### config.mk
export PLATFORM = sky130hd
export DESIGN_NAME = multicycle_ctrl
export DESIGN_NICKNAME = d
export VERILOG_FILES = /design/src/rtl/multicycle_ctrl.sv
export SDC_FILE = /design/constraint.sdc
export NUM_CORES = 1
export LEC_CHECK = 0
export ABC_CLOCK_PERIOD_IN_PS = 3100
export CAP_MARGIN = 20
export CORE_MARGIN = 8
export CORE_UTILIZATION = 47
export CTS_BUF_LIST = sky130_fd_sc_hd__clkbuf_4 sky130_fd_sc_hd__clkbuf_8 sky130_fd_sc_hd__clkbuf_16
export CTS_CLUSTER_DIAMETER = 60
export DETAILED_ROUTE_END_ITERATION = 8
export GPL_TIMING_DRIVEN = 0
export PLACE_DENSITY = 0.79
export SYNTH_ARGS = -nofsm -noshare
export SYNTH_HDL_FRONTEND = slang
export SYNTH_SLANG_ARGS = --single-unit
### constraint.sdc
create_clock -name Clock -period 3.1 [get_ports Clock]
set_input_delay 0.31 -clock Clock [delete_from_list [all_inputs] [get_ports Clock]]
set_output_delay 0.31 -clock Clock [all_outputs]
set_load 0.03 [all_outputs]
### src/rtl/multicycle_ctrl.sv
// multicycle_ctrl
//   Control FSM for a multi-cycle MIPS datapath built around one shared
//   memory and one ALU. Sequences fetch/decode/execute/memory/writeback for
//   R-type, lw, sw, beq, j and addi, drives the datapath mux selects and
//   write strobes, stalls on the memory-ready handshake and counts retired
//   instructions.
//
//   Optional feature macro: ILLEGAL_TRAP_EN
//     defined   : an unknown opcode parks the FSM in TRAP (Trap = 1) until Reset
//     undefined : an unknown opcode retires as a NOP; Trap is tied 0
//
// Ports
//   Clock, Reset          single clock, synchronous active-high reset
//   Op[5:0]               opcode field of the instruction register
//   Zero                  ALU zero flag (consumed by the datapath PC enable)
//   MemReady              shared memory completes the current access
//   PCWrite, PCWriteCond  PC load strobes (unconditional / if Zero)
//   IorD                  memory address select (0 = PC, 1 = ALUOut)
//   MemRead, MemWrite     memory request strobes
//   IRWrite               instruction register load
//   MemtoReg, RegDst      register write data / destination selects
//   RegWrite              register file write
//   ALUSrcA, ALUSrcB[1:0] ALU operand selects
//   ALUOp[1:0]            ALU operation class
//   PCSource[1:0]         PC next-value select
//   Retire                pulse in the final cycle of each instruction
//   InstCount[CNT_W-1:0]  retired-instruction count (wraps silently)
//   State[3:0]            current FSM state, debug only
//   Trap                  illegal opcode seen

module multicycle_ctrl #(
  parameter int CNT_W = 32
) (
  input  logic             Clock,
  input  logic             Reset,
  input  logic [5:0]       Op,
  input  logic             Zero,
  input  logic             MemReady,
  output logic             PCWrite,
  output logic             PCWriteCond,
  output logic             IorD,
  output logic             MemRead,
  output logic             MemWrite,
  output logic             IRWrite,
  output logic             MemtoReg,
  output logic             RegDst,
  output logic             RegWrite,
  output logic             ALUSrcA,
  output logic [1:0]       ALUSrcB,
  output logic [1:0]       ALUOp,
  output logic [1:0]       PCSource,
  output logic             Retire,
  output logic [CNT_W-1:0] InstCount,
  output logic [3:0]       State,
  output logic             Trap
);

  typedef enum logic [3:0] {
    FETCH  = 4'd0,
    DECODE = 4'd1,
    MEMADR = 4'd2,
    MEMRD  = 4'd3,
    MEMWB  = 4'd4,
    MEMWR  = 4'd5,
    EXEC   = 4'd6,
    RWB    = 4'd7,
    BRANCH = 4'd8,
    JUMP   = 4'd9,
    ADDIEX = 4'd10,
    ADDIWB = 4'd11,
    TRAP   = 4'd12
  } state_t;

  localparam logic [5:0] OP_RTYPE = 6'b000000;
  localparam logic [5:0] OP_LW    = 6'b100011;
  localparam logic [5:0] OP_SW    = 6'b101011;
  localparam logic [5:0] OP_BEQ   = 6'b000100;
  localparam logic [5:0] OP_J     = 6'b000010;
  localparam logic [5:0] OP_ADDI  = 6'b001000;

  localparam logic [CNT_W-1:0] CNT_ONE = 1;

  state_t st;
  logic   op_known;

  // The branch decision (PCWriteCond & Zero) is formed in the datapath PC
  // enable, so the controller itself has no use for Zero.
  logic   zero_unused;
  assign zero_unused = Zero;

  assign op_known = (Op == OP_RTYPE) || (Op == OP_LW) || (Op == OP_SW) ||
                    (Op == OP_BEQ)   || (Op == OP_J)  || (Op == OP_ADDI);

  assign State = st;

  // State register and retired-instruction counter
  always_ff @(posedge Clock) begin
    if (Reset) begin
      st        <= FETCH;
      InstCount <= '0;
    end else begin
      if (Retire) InstCount <= InstCount + CNT_ONE;
      case (st)
        FETCH:  if (MemReady) st <= DECODE;
        DECODE: begin
          case (Op)
            OP_LW, OP_SW: st <= MEMADR;
            OP_RTYPE:     st <= EXEC;
            OP_BEQ:       st <= BRANCH;
            OP_J:         st <= JUMP;
            OP_ADDI:      st <= ADDIEX;
`ifdef ILLEGAL_TRAP_EN
            default:      st <= TRAP;
`else
            default:      st <= FETCH;
`endif
          endcase
        end
        MEMADR: st <= (Op == OP_SW) ? MEMWR : MEMRD;
        MEMRD:  if (MemReady) st <= MEMWB;
        MEMWB:  st <= FETCH;
        MEMWR:  if (MemReady) st <= FETCH;
        EXEC:   st <= RWB;
        RWB:    st <= FETCH;
        BRANCH: st <= FETCH;
        JUMP:   st <= FETCH;
        ADDIEX: st <= ADDIWB;
        ADDIWB: st <= FETCH;
`ifdef ILLEGAL_TRAP_EN
        TRAP:   st <= TRAP;
`else
        TRAP:   st <= FETCH;
`endif
        default: st <= FETCH;
      endcase
    end
  end

  // Output decode from the registered state; Reset overrides every strobe
  // so an abandoned instruction cannot leave a partial write behind.
  always_comb begin
    PCWrite     = 1'b0;
    PCWriteCond = 1'b0;
    IorD        = 1'b0;
    MemRead     = 1'b0;
    MemWrite    = 1'b0;
    IRWrite     = 1'b0;
    MemtoReg    = 1'b0;
    RegDst      = 1'b0;
    RegWrite    = 1'b0;
    ALUSrcA     = 1'b0;
    ALUSrcB     = 2'b00;
    ALUOp       = 2'b00;
    PCSource    = 2'b00;
    Retire      = 1'b0;
    case (st)
      FETCH: begin
        MemRead = 1'b1;
        ALUSrcB = 2'b01;
        IRWrite = MemReady;
        PCWrite = MemReady;
      end
      DECODE: begin
        ALUSrcB = 2'b11;
`ifndef ILLEGAL_TRAP_EN
        // Unknown opcode retires here as a NOP.
        Retire  = !op_known;
`endif
      end
      MEMADR: begin
        ALUSrcA = 1'b1;
        ALUSrcB = 2'b10;
      end
      MEMRD: begin
        MemRead = 1'b1;
        IorD    = 1'b1;
      end
      MEMWB: begin
        MemtoReg = 1'b1;
        RegWrite = 1'b1;
        Retire   = 1'b1;
      end
      MEMWR: begin
        MemWrite = 1'b1;
        IorD     = 1'b1;
        Retire   = MemReady;
      end
      EXEC: begin
        ALUSrcA = 1'b1;
        ALUOp   = 2'b10;
      end
      RWB: begin
        RegDst   = 1'b1;
        RegWrite = 1'b1;
        Retire   = 1'b1;
      end
      BRANCH: begin
        ALUSrcA     = 1'b1;
        ALUOp       = 2'b01;
        PCSource    = 2'b01;
        PCWriteCond = 1'b1;
        Retire      = 1'b1;
      end
      JUMP: begin
        PCSource = 2'b10;
        PCWrite  = 1'b1;
        Retire   = 1'b1;
      end
      ADDIEX: begin
        ALUSrcA = 1'b1;
        ALUSrcB = 2'b10;
      end
      ADDIWB: begin
        RegWrite = 1'b1;
        Retire   = 1'b1;
      end
      default: ;
    endcase
    if (Reset) begin
      PCWrite     = 1'b0;
      PCWriteCond = 1'b0;
      MemRead     = 1'b0;
      MemWrite    = 1'b0;
      IRWrite     = 1'b0;
      RegWrite    = 1'b0;
      Retire      = 1'b0;
    end
  end

`ifdef ILLEGAL_TRAP_EN
  assign Trap = (st == TRAP) && !Reset;
`else
  assign Trap = 1'b0;
  logic op_known_unused;
  assign op_known_unused = op_known;
`endif

endmodule
# Yosys cells after proc, flatten, opt, wreduce, memory -nomap -nowiden
# Cells that the tools add are included.
# classes
n_addsub	1
eq_ne	19
muxes	27
n_reduce_logical	16
# op_table
op	count
32-bit by 1-bit adder with 32-bit output, second input constant	1
4-bit case mux with 7 select lines	1
4-bit case mux with 5 select lines	1
4-bit by 3-bit equality test with 1-bit output, second input constant	4
4-bit equality test, second input constant	4
1-bit two-way mux	16
6-bit equality test, second input constant	2
4-bit two-way mux	3
4-bit by 2-bit equality test with 1-bit output, second input constant	2
2-bit case mux with 2 select lines	2
2-bit OR reduction	4
6-bit by 2-bit equality test with 1-bit output, second input constant	1
6-bit by 3-bit equality test with 1-bit output, second input constant	1
6-bit by 4-bit equality test with 1-bit output, second input constant	1
6-bit logical NOT	1
2-bit inequality test, second input constant	3
2-bit case mux with 3 select lines	1
1-bit logical OR	5
5-bit OR reduction	1
4-bit by 1-bit equality test with 1-bit output, second input constant	1
4-bit logical NOT	1
4-bit OR reduction	1
3-bit two-way mux	1
1-bit case mux with 3 select lines	1
4 further kinds	4
# totals
regBits	36
in_bits	10
out_inout_bits	54
elab_cells	65

# Logic depth before layout (Yosys ltp)
# Gate-level depths: netlist of the first run.
# logic_depth
ltp_word	9
depth_mapped	8
ltp_nobuf	6

# Worst setup path after synthesis of the first run
# Ideal clock, no wire load.
# synth_path
path_type	register to output
start	reg st[0] (netlist: State[0])
end	out Retire
arrival_ps	2187
required_ps	2790
path_slack_ps	603
path_stages_with_launch	8
path_buffers	3
cell_sequence	dfxtp_1 buf_2 nand2b_4 or3_1 o32a_4 buf_2 buf_2 nor2_1
# synth_via
elab_chain_len	4
word_cells_on_any_way	10
cone_classes	eq/ne (7); mux (2); reduce/logical (1)
# synth_lines
item	line_no	text
start: declaration	83	state_t st;
start signal: assignment	119	MEMADR: st <= (Op == OP_SW) ? MEMWR : MEMRD;
4-bit equality test or 4-bit by 3-bit equality test with 1-bit output (tied branches)	156	case (st)
5-bit OR reduction (no line)	--	
1-bit case mux with 3 select lines (*)	156	
1-bit two-way mux (*)	219	if (Reset) begin
end: declaration	52	output logic Retire,
# Mark *: on every way between the ends. The rest lies on a longest branch, timed or not.

# Worst setup path after layout of the first run
# layout_path
start	in MemReady
end	out Retire
# layout_via
elab_chain_len	2
# layout_lines
item	line_no	text
start: declaration	38	input logic MemReady,
1-bit case mux with 3 select lines	156	
1-bit two-way mux	219	
# No other way between the ends.

==> summary.md, run 1 <==
| Metric | Value |
|---|---|
| Result of the run | finished, final reports clean |
| Site Rows | 24 |
| Sum of routed wire length over all layers | roughly 6700 um |
| Cell at the root of the clock tree | sky130_fd_sc_hd__clkbuf_8 |
| Total negative slack for setup checks | 0 ns |
| Setup repair after global routing missed its margin | no |
| Deepest clock path buffer count | 2 |
| Hold Slack | a little under 0.5 ns |
| R2R depth | 7 |
| Number of flops mapped to enable cells by yosys | 0 |
| Initial antenna violation count | 0 |
| Filler Cells Inserted | about 400 |
| Area fraction of the dominant cell type after synthesis | 0.334 |
| Min-Delay Startpoint | InstCount[31] |
| Net total in the final layout | between 300 and 400 |
| Routed length on met1 | ~3000 um |
| Destination of the worst register-to-register timing path | InstCount[26] |
| Async S/R FF share, synth | 0 |
| Critical path fanouts, max | 19 |
| Number of vias after detailed routing | roughly 2.4k |
| CTS tree | done |
| Final period util | 0.929 |
| Number of top-level design ports | 64 |
| Vias per cell | 5.97 |
| Synth warn | 0 |
| Share of synthesized area spent on multiplexers | 0.0302 |
| Residual DRC count | 0 |
| Total number of H-tree levels | 2 |
| First drt pass iteration count | 4 |
| Area growth from synthesis to layout | 34.3% |
| Max Fclk | around 0.35 GHz |
| Yosys cell types | 44 |
| Simple-gate portion of the synthesized area | 0.343 |
| DRC violation total after the first TritonRoute iteration | between 200 and 250 |
| WL/cell | between 15 and 20 um |
| First-pass GRT wire length | 11,200 um |
| Destination of the worst hold path | InstCount[31] |
| Type of element capturing the critical path | primary output |
| DPL Wire Length | between 4000 and 5000 um |
| Clock transition at the register clock pins on the worst setup and hold paths after CTS | about 0.07 ns |
| Met3 wirelength from detailed routing | approximately 430 um |
| Width of the die | roughly 84 um |
| Die footprint | ~0.0070 mm2 |
| Overall die height | between 80 and 90 um |
| Number of nets produced by synthesis | 296 |
| Compound-gate portion of the synthesized area | 0.212 |
| Worst-margin pin slew | between 0.8 and 0.9 ns |
| Remaining max-slew budget at the tightest pin | 0.422 |
| Remaining Overflow, GRT | 0 |
| CTS Sinks | 36 |
| Share of synthesized area occupied by flip-flops and latches | 0.334 |
| Leading area contributor after synthesis | sky130_fd_sc_hd__dfxtp_1 |
| Fraction of final layout cells sized beyond drive strength 1 | 0.0655 |
| Commonest cells in the synthesized netlist | sky130_fd_sc_hd__a21oi_1, sky130_fd_sc_hd__dfxtp_1, sky130_fd_sc_hd__nor2_1 |
| Final max-slew violation count | 0 |
| Detail Route met2 WL | between 3000 and 4000 um |
| Uppermost layer routed | met4 |
| Number of global-route vias before repair | approximately 2.3k |
| Port-buffer cells | 60 |
| Worst reg2reg setup slack | around 0.76 ns |
| Peak VDD IR | 0.233 mV |
| Cell types occupying the most area after synthesis | sky130_fd_sc_hd__dfxtp_1, sky130_fd_sc_hd__a21oi_1, sky130_fd_sc_hd__or3_1 |
| CTS Hold Bufs | 0 |
| Startpoint type of the worst setup path | primary input |
| Utilization of the core after routing | 0.661 |
| Fin Clk Skew | 0.00498 ns |
| Post-place instance area | between 0.002 and 0.003 mm2 |
| Number of clock buffers inserted by TritonCTS | 5 |
| Post-CTS Repair Setup Buffers | 0 |
| Cell count after synthesis | roughly 290 |
| Starting density of the core | 0.492 |
| Final setup violation count | 0 |
| Number of diodes added for antenna fixing | 0 |
| WS Path Type | in -> out |
| Post-synthesis share of cell area spent on xor and xnor gates | 0.00812 |
| Final design instance area without fill | roughly 0.0029 mm2 |
| Post-CTS sizing | 1 |
| Combinational family with the most area after synthesis | simple AND/OR/NAND/NOR gates |
| Final-report hold violation count | 0 |
| GRT Resource Usage Total | 0.189 |
| Post-synthesis instance area | 0.00216 mm2 |
| Maximum Capacitance Violations | 0 |
| Critical Path AT | around 2.6 ns |
| Lkg Pwr | about 0.90 nW |
| Pwr Total | 0.933 mW |
| Hold WC Path Type | reg -> reg |
| Global placement routability congestion | 0.874 |
| Required time at the worst-slack endpoint | roughly 2.8 ns |
| Critical register-to-register path startpoint | State[0] |
| Flip-flop and latch count after synthesis | 36 |
| Period minus WS final | 2.88 ns |
| Largest net degree at the start of global routing | 11 |
| Power density over the cells | roughly 320 mW/mm2 |
| Mean instance size in the synthesized netlist | around 7.6 um2 |
| Instance count along the most critical hold path | 2 |
| Main synth FF type | sky130_fd_sc_hd__dfxtp_1 |
| Clock insertion delay at the later pin of the skew report | between 0.2 and 0.3 ns |
| Area of the core region | between 0.004 and 0.005 mm2 |
| Number of nets with antenna violations after routing | 0 |
| Post-Synth Adder-Cell Area | 0.0104 |
[layout by cell type, fill, tap and decap left out, types with 2 or more instances in the layout]
cell / n
sky130_fd_sc_hd__o31ai_1: 14
sky130_fd_sc_hd__nand2_1: 23
sky130_fd_sc_hd__a21oi_1: 36
sky130_fd_sc_hd__nand3_1: 10
sky130_fd_sc_hd__nor4_1: 6
sky130_fd_sc_hd__nor4b_1: 2
sky130_fd_sc_hd__clkdlybuf4s50_1: 59
sky130_fd_sc_hd__clkbuf_8: 5
sky130_fd_sc_hd__nand2b_1: 3
sky130_fd_sc_hd__mux2_2: 4
sky130_fd_sc_hd__buf_2: 2
sky130_fd_sc_hd__nor3b_1: 2
sky130_fd_sc_hd__or2_2: 2
sky130_fd_sc_hd__clkbuf_1: 13
sky130_fd_sc_hd__buf_4: 2
sky130_fd_sc_hd__buf_6: 3
sky130_fd_sc_hd__o21ai_0: 16
sky130_fd_sc_hd__dfxtp_1: 36
sky130_fd_sc_hd__a21o_1: 2
sky130_fd_sc_hd__nor3_1: 9
sky130_fd_sc_hd__nor2b_1: 6
sky130_fd_sc_hd__nor2_1: 27
sky130_fd_sc_hd__mux2i_1: 2
sky130_fd_sc_hd__or4_1: 14
sky130_fd_sc_hd__or3_1: 17
sky130_fd_sc_hd__inv_1: 4
sky130_fd_sc_hd__nand4_1: 10
[critical path, stage by stage]
cell                              delay [ns]
sky130_fd_sc_hd__clkdlybuf4s50_1        0.55
sky130_fd_sc_hd__or3b_2                 0.49
sky130_fd_sc_hd__a21oi_1                0.19
sky130_fd_sc_hd__o32a_4                 0.23
sky130_fd_sc_hd__buf_2                  0.34
sky130_fd_sc_hd__nor2_1                 0.07
sky130_fd_sc_hd__dlygate4sd2_1          0.38
[final cells by class]
class	count	area (um2)	area share
timing repair buffer	60	599	0.207
sequential	36	721	0.249
clock inverter	1	5.00	0.00173
multi-input combinational	223	1310	0.450
buffer	21	111	0.0384
inverter	4	15.0	0.00518
tap	52	65.1	0.0225
clock buffer	6	76.3	0.0263
[report_power, final]
group	internal [mW]	switching [mW]	leakage, nW	total [mW]
registers	0.465	0.00384	0.290	0.469
clock network	0.162	0.171	0.0445	0.333
logic	0.0477	0.0835	0.567	0.131
total	0.675	0.258	0.902	0.933
[state kept, by name (all words and copies together), names as in the netlist]
signal and cells:
State 4, InstCount 32
[per-layer routing]
layer / vias to the layer above / track usage
met3: 8 / 0.0469
met5: - / 0
met4: 0 / 0.0769
met1: 1128 / 0.230
met2: 83 / 0.306
li1: 1186 / -
[worst max-delay path by stage]
stage | start | to | slack, ns | depth (start not counted)
detailed placement | MemReady | Retire | -0.19 | 8
global placement | MemReady | Retire | -0.16 | 8
global route | MemReady | Retire | 0.07 | 7
CTS | MemReady | Retire | 0.05 | 8
floorplan | State[0] | Retire | 0.60 | 7
finish | MemReady | Retire | 0.22 | 7
[stage by stage]
stage	setup WS (ns)	instances
after floorplan	0.603	285
after global placement	-0.156	397
after detailed placement	-0.190	397
after CTS	0.0518	404
after global routing	0.0705	403
final	0.220	403
[kinds of logic (layout without fill, tap and decap cells)]
logic type | Yosys count | after routing
AND/OR/NAND/NOR | 136 | 136
AO/OA/AOI/OAI | 76 | 76
flip-flops | 36 | 36
buffers and inverters | 26 | 92
multiplexers | 6 | 6
adder cells (fa/ha/maj) | 2 | 2
XOR/XNOR | 2 | 2
other | 1 | 1
No activity file was read; power rests on OpenSTA's default activity.
==> inputs of run 2 (changes only) <==
CORE_MARGIN = 2   (was 8)
==> run 2 against run 1 <==
  * Design area did not move
  * Via count up 3.5%
  * Non-clock buffer count did not move
  * Utilization unchanged
  * Sequential cell count did not move
  * Critical endpoint unchanged
  * Largest power group unchanged
==> summary.md, run 2 (synthesis gave the netlist of run 1 again) <==
| Metric | Value |
|---|---|
| Result of the run | finished, final reports clean |
| Final setup violation count | 0 |
| Number of diodes added for antenna fixing | 0 |
| Largest net degree at the start of global routing | 11 |
| CTS tree | done |
| First drt pass iteration count | 5 |
| Type of element capturing the critical path | primary output |
| Max stage delay cell, worst path | sky130_fd_sc_hd__clkdlybuf4s50_1 |
| Total number of H-tree levels | 2 |
| Die footprint | approximately 0.0051 mm2 |
| Overall die height | 71.7 um |
| Remaining max-slew budget at the tightest pin | 0.338 |
| Number of top-level design ports | 64 |
| GRT Resource Usage Total | 0.258 |
| CP top delay family | buffers and inverters |
| Area used by multi-input combinational logic | 0.00131 mm2 |
| Width of the die | between 70 and 80 um |
| Clock insertion delay at the later pin of the skew report | slightly below 0.3 ns |
| DRC violation total after the first TritonRoute iteration | 163 |
| Number of clock buffers inserted by TritonCTS | 5 |
| Cell at the root of the clock tree | sky130_fd_sc_hd__clkbuf_8 |
| Vias per cell | 6.18 |
| Final-report hold violation count | 0 |
| Area growth from synthesis to layout | 34.3% |
| Maximum single-stage delay on the critical path | ~0.54 ns |
| Startpoint type of the worst setup path | primary input |
| WL/cell | 15.7 um |
| CTS Sinks | 36 |
| Hold WC Path Type | reg -> reg |
| WS Path Type | in -> out |
| Critical Path AT | roughly 2.5 ns |
| Number of global-route vias before repair | roughly 2.2k |
| Net total in the final layout | 362 |
| Hold Slack | 0.489 ns |
| Most used cells in the layout excluding fill and tap cells | sky130_fd_sc_hd__clkdlybuf4s50_1, sky130_fd_sc_hd__dfxtp_1, sky130_fd_sc_hd__a21oi_1 |
| Crit path buffers/inverters | 3 |
| Reg with most FFs | InstCount |
| Setup repair after global routing missed its margin | no |
| Clock transition at the register clock pins on the worst setup and hold paths after CTS | about 0.080 ns |
| Fin Clk Skew | between 0.008 and 0.009 ns |
| DPL Wire Length | 4710 um |
| List of cells traversed by the critical path | clkdlybuf4s50_1 > or3b_2 > a21oi_1 > o32a_4 > buf_2 > nor2_1 > dlygate4sd2_1 |
| CTS Hold Bufs | 0 |
| Residual DRC count | 0 |
| Max Fclk | 0.351 GHz |
| Maximum Capacitance Violations | 0 |
| Number of nets with antenna violations after routing | 0 |
| Combined flip-flop and latch cell area | between 700 and 800 um2 |
| Deepest clock path buffer count | 2 |
| Starting density of the core | 0.492 |
| Sum of routed wire length over all layers | roughly 6300 um |
| Site Rows | 24 |
| Period minus WS final | roughly 2.8 ns |
| First-pass GRT wire length | between 10,000 and 15,000 um |
| Initial antenna violation count | 0 |
| Utilization of the core after routing | 0.661 |
| Critical path fanouts, max | 19 |
| Final max-slew violation count | 0 |
| Final period util | 0.918 |
| Post-CTS Repair Setup Buffers | 0 |
| Most common library cell in the layout ignoring fill and taps | sky130_fd_sc_hd__clkdlybuf4s50_1 |
| Area of the core region | 0.00438 mm2 |
| Global placement routability congestion | a little under 0.9 |
| Required time at the worst-slack endpoint | between 2 and 3 ns |
| Filler Cells Inserted | 399 |
| Worst-margin pin slew | roughly 1 ns |
| Fraction of final layout cells sized beyond drive strength 1 | 0.0655 |
| Remaining Overflow, GRT | 0 |
| Lkg Pwr | 0.902 nW |
| Port-buffer cells | 60 |
| Worst reg2reg setup slack | 0.73 ns |
| Number of vias after detailed routing | 2,490 |
| Peak VDD IR | around 0.25 mV |
| Power density over the cells | ~320 mW/mm2 |
| Number of flip-flops under the largest register name | 32 |
[run 2: cell counts in the layout (fill, tap and decap cells not counted)]
No cell type changed its count.
[run 2: cell type report]
type / count / share of cell area
clock inverter: 1 / 0.00173
tap: 52 / 0.0225
buffer: 21 / 0.0384
timing repair buffer: 60 / 0.207
inverter: 4 / 0.00518
sequential: 36 / 0.249
multi-input combinational: 223 / 0.450
clock buffer: 6 / 0.0263
[run 2: worst paths after layout]
path	start	to	cells after the start
max	MemReady	Retire	7
min	InstCount[31]	InstCount[31]	2
max reg2reg	InstCount[2]	InstCount[27]	5
min reg2reg	InstCount[31]	InstCount[31]	2
[run 2: stage by stage]
| stage | instance area, um2 | std cells | power [mW] | setup slack [ns] | setup TNS (ns) |
|---|---|---|---|---|---|
| 4_1_cts | 2900 | 404 | 0.933 | 0.0863 | 0 |
| 2_1_floorplan | 2160 | 285 | 0.559 | 0.603 | 0 |
| 5_1_grt | 2900 | 403 | 0.963 | 0.0756 | 0 |
| 3_3_place_gp | 2820 | 397 | 0.610 | -0.143 | -0.143 |
| 6_report | 2900 | 403 | 0.926 | 0.255 | 0 |
| 3_5_place_dp | 2820 | 397 | 0.610 | -0.157 | -0.157 |
[run 2: what timing repair did]
item	CTS	global route
pin swaps	0	0
endpoints found under the setup margin	1	1
gates resized for setup	1	0
[run 2: report_power, final]
group          internal (mW)  switching, mW
clock                  0.162          0.165
combinational         0.0477         0.0818
sequential             0.465        0.00382
total                  0.675          0.251
[run 2: tightest hold or removal path, stage by stage (launching register included)]
cell	delay, ns
sky130_fd_sc_hd__dfxtp_1	0.33
sky130_fd_sc_hd__o31ai_1	0.06
sky130_fd_sc_hd__a21oi_1	0.06
[run 2: per-layer routing]
layer  vias to the layer above  track usage  part of all wire
met1                      1190        0.341              0.45
met5                         -            0                 0
met3                        17       0.0436             0.049
li1                       1186            -                 -
met4                         0        0.119             0.027
met2                        97        0.412              0.47
==> inputs of run 3 (changes only) <==
CELL_PAD_IN_SITES_DETAIL_PLACEMENT = 1   (was default)
CELL_PAD_IN_SITES_GLOBAL_PLACEMENT = 1   (was default)
CORE_ASPECT_RATIO = 1.2   (was default)
CORE_UTILIZATION = 36   (was 47)
PLACE_DENSITY = 0.84   (was 0.79)
==> run 3 against run 2 <==
  * Via count is 1.9% lower
  * Sequential power is essentially flat
  * Die area up 29%
  * First-iteration DRC count down 28%
  * Combinational power grew 4%
  * Count of clock-buffer cells in the layout unchanged
  * Clock power up 6.4%
  * Power up 2.8%
  * Non-clock buffer count is 1 higher
  * Global-route usage shrank 2.9 points
  * Clock skew grew 0.0015 ns
==> summary.md, run 3 (synthesis gave the netlist of run 1 again) <==
| Metric | Value |
|---|---|
| Result of the run | finished, final reports clean |
| Number of diodes added for antenna fixing | 0 |
| P_int | 0.692 mW |
| Destination of the worst register-to-register timing path | InstCount[27] |
| Routed length on met1 | 3170 um |
| Number of top-level design ports | 64 |
| WS Path Type | reg -> out |
| Final setup violation count | 0 |
| Total negative slack for setup checks | 0 ns |
| Port-buffer cells | 60 |
| Required time at the worst-slack endpoint | between 2 and 3 ns |
| Worst setup path startpoint | State[0] |
| DPL Wire Length | roughly 5400 um |
| Startpoint type of the worst setup path | flop |
| Largest net degree at the start of global routing | 12 |
| Overall die height | ~89 um |
| Critical path endpoint | Retire |
| Clock insertion delay at the later pin of the skew report | 0.29 ns |
| Post-place instance area | ~0.0029 mm2 |
| Peak VDD IR | ~0.12 mV |
| Met3 wirelength from detailed routing | 304 um |
| Final-report hold violation count | 0 |
| Max Fclk | 0.340 GHz |
| Seq pwr share | 0.493 |
| First-pass GRT wire length | 11,800 um |
| Vias per cell | roughly 5.6 |
| R2R depth | 5 |
| WL/cell | roughly 17 um |
| Lkg Pwr | approximately 0.92 nW |
| Reg with most FFs | InstCount |
| Net total in the final layout | 363 |
| Number of vias after detailed routing | 2,442 |
| Pwr Total | roughly 0.95 mW |
| Final max-slew violation count | 0 |
| Number of placed instances, taps included | between 400 and 500 |
| Detail Route met2 WL | about 3700 um |
| Critical path fanouts, max | 10 |
| Final period util | 0.949 |
| Worst reg2reg setup slack | 0.71 ns |
| Starting density of the core | 0.378 |
| GRT Resource Usage Total | 0.229 |
| Area growth from synthesis to layout | 36.9% |
| Number of global-route vias before repair | ~2.4k |
| Maximum Capacitance Violations | 0 |
| Period minus WS final | around 2.9 ns |
| Number of nets with antenna violations after routing | 0 |
| Type of element capturing the critical path | primary output |
| Deepest clock path buffer count | 2 |
| Critical Path AT | 2.63 ns |
| CTS Hold Bufs | 0 |
| Hold WC Path Type | reg -> reg |
| Power density over the cells | ~320 mW/mm2 |
| Critical register-to-register path startpoint | InstCount[2] |
| Uppermost layer routed | met4 |
| Number of flip-flops under the largest register name | 32 |
| Fraction of final layout cells sized beyond drive strength 1 | 0.0708 |
| DRC violation total after the first TritonRoute iteration | around 120 |
| Count of placed standard cells in the final layout, fillers left out | roughly 430 |
| Fin Clk Skew | between 0.009 and 0.01 ns |
| Setup repair after global routing missed its margin | no |
| Clk network pwr share | 0.365 |
| Remaining Overflow, GRT | 0 |
| CTS tree | done |
| Global placement routability congestion | around 0.88 |
| Width of the die | roughly 75 um |
| Worst-margin pin slew | ~1.1 ns |
| Final design instance area without fill | approximately 0.0030 mm2 |
| Sum of routed wire length over all layers | between 7000 and 8000 um |
| Site Rows | 30 |
| Area of the core region | 0.00571 mm2 |
| Residual DRC count | 0 |
| Most common library cell in the layout ignoring fill and taps | sky130_fd_sc_hd__clkdlybuf4s50_1 |
| Die footprint | 0.00663 mm2 |
| Share of total power in combinational logic | 0.142 |
| Most used cells in the layout excluding fill and tap cells | sky130_fd_sc_hd__clkdlybuf4s50_1, sky130_fd_sc_hd__dfxtp_1, sky130_fd_sc_hd__a21oi_1 |
| Total number of H-tree levels | 2 |
| Net switching power figure | approximately 0.26 mW |
| Clock transition at the register clock pins on the worst setup and hold paths after CTS | approximately 0.08 ns |
| Cell at the root of the clock tree | sky130_fd_sc_hd__clkbuf_8 |
| Initial antenna violation count | 0 |
| Post-CTS Repair Setup Buffers | 0 |
| CTS Sinks | 36 |
| Remaining max-slew budget at the tightest pin | 0.288 |
| Number of clock buffers inserted by TritonCTS | 5 |
| Net switching fraction of the power | 0.273 |
| First drt pass iteration count | 4 |
-- run 3: cell types whose count changed in the layout (fill, tap and decap cells not counted), sizes merged --
cell,change
clkinv,+1
clkbuf,+1
dlymetal6s2s,+1
clkdlybuf4s50,-1
-- run 3: metrics by stage --
step,util,worst slack (ns),hold WS (ns)
2_1_floorplan,-,0.603,0.485
3_3_place_gp,0.501,-0.166,0.465
3_5_place_dp,0.501,-0.224,0.486
4_1_cts,0.517,0.0212,0.497
5_1_grt,0.518,0.0196,0.510
6_report,0.518,0.158,0.500
-- run 3: worst min path at each step --
stage	startpoint	end	slack [ns]	cells after the start
after floorplan	MemReady	State[2]	0.49	2
after global placement	InstCount[31]	InstCount[31]	0.47	2
after detailed placement	InstCount[31]	InstCount[31]	0.49	2
after CTS	InstCount[31]	InstCount[31]	0.50	2
after global routing	MemReady	State[2]	0.51	3
final	InstCount[31]	InstCount[31]	0.50	2
-- run 3: final cells by class --
| type | instances | area [um2] |
|---|---|---|
| inverter | 4 | 15.0 |
| clock buffer | 6 | 82.6 |
| sequential | 36 | 721 |
| clock inverter | 2 | 10.0 |
| buffer | 22 | 119 |
| timing repair buffer | 60 | 602 |
| tap | 80 | 100 |
| fill | 729 | 2750 |
| multi-input combinational | 223 | 1310 |
-- run 3: worst max-delay path: stages, from the launching register on --
cell	delay [ns]
sky130_fd_sc_hd__dfxtp_1	0.33
sky130_fd_sc_hd__buf_2	0.21
sky130_fd_sc_hd__or3b_2	0.45
sky130_fd_sc_hd__a21oi_1	0.19
sky130_fd_sc_hd__o32a_4	0.23
sky130_fd_sc_hd__buf_2	0.23
sky130_fd_sc_hd__clkbuf_4	0.28
sky130_fd_sc_hd__nor2_1	0.05
sky130_fd_sc_hd__dlygate4sd2_1	0.37
-- run 3: routing by layer --
layer | track usage | vias to the layer above
met5 | 0 | -
met4 | 0.0958 | 0
met3 | 0.0376 | 16
met2 | 0.394 | 75
met1 | 0.280 | 1161
li1 | - | 1190
-- run 3: power by group through the flow --
stage	combinational (mW)	sequential, mW	clock [mW]
CTS	0.134	0.469	0.359
floorplan	0.0737	0.486	0
detailed placement	0.134	0.480	0
global route	0.146	0.469	0.379
finish	0.135	0.469	0.348
global placement	0.133	0.479	0
-- run 3: repair_timing --
action                                  CTS  global route
endpoints found under the setup margin    1             1
pin swaps                                 0             0
resized for setup                         1             2
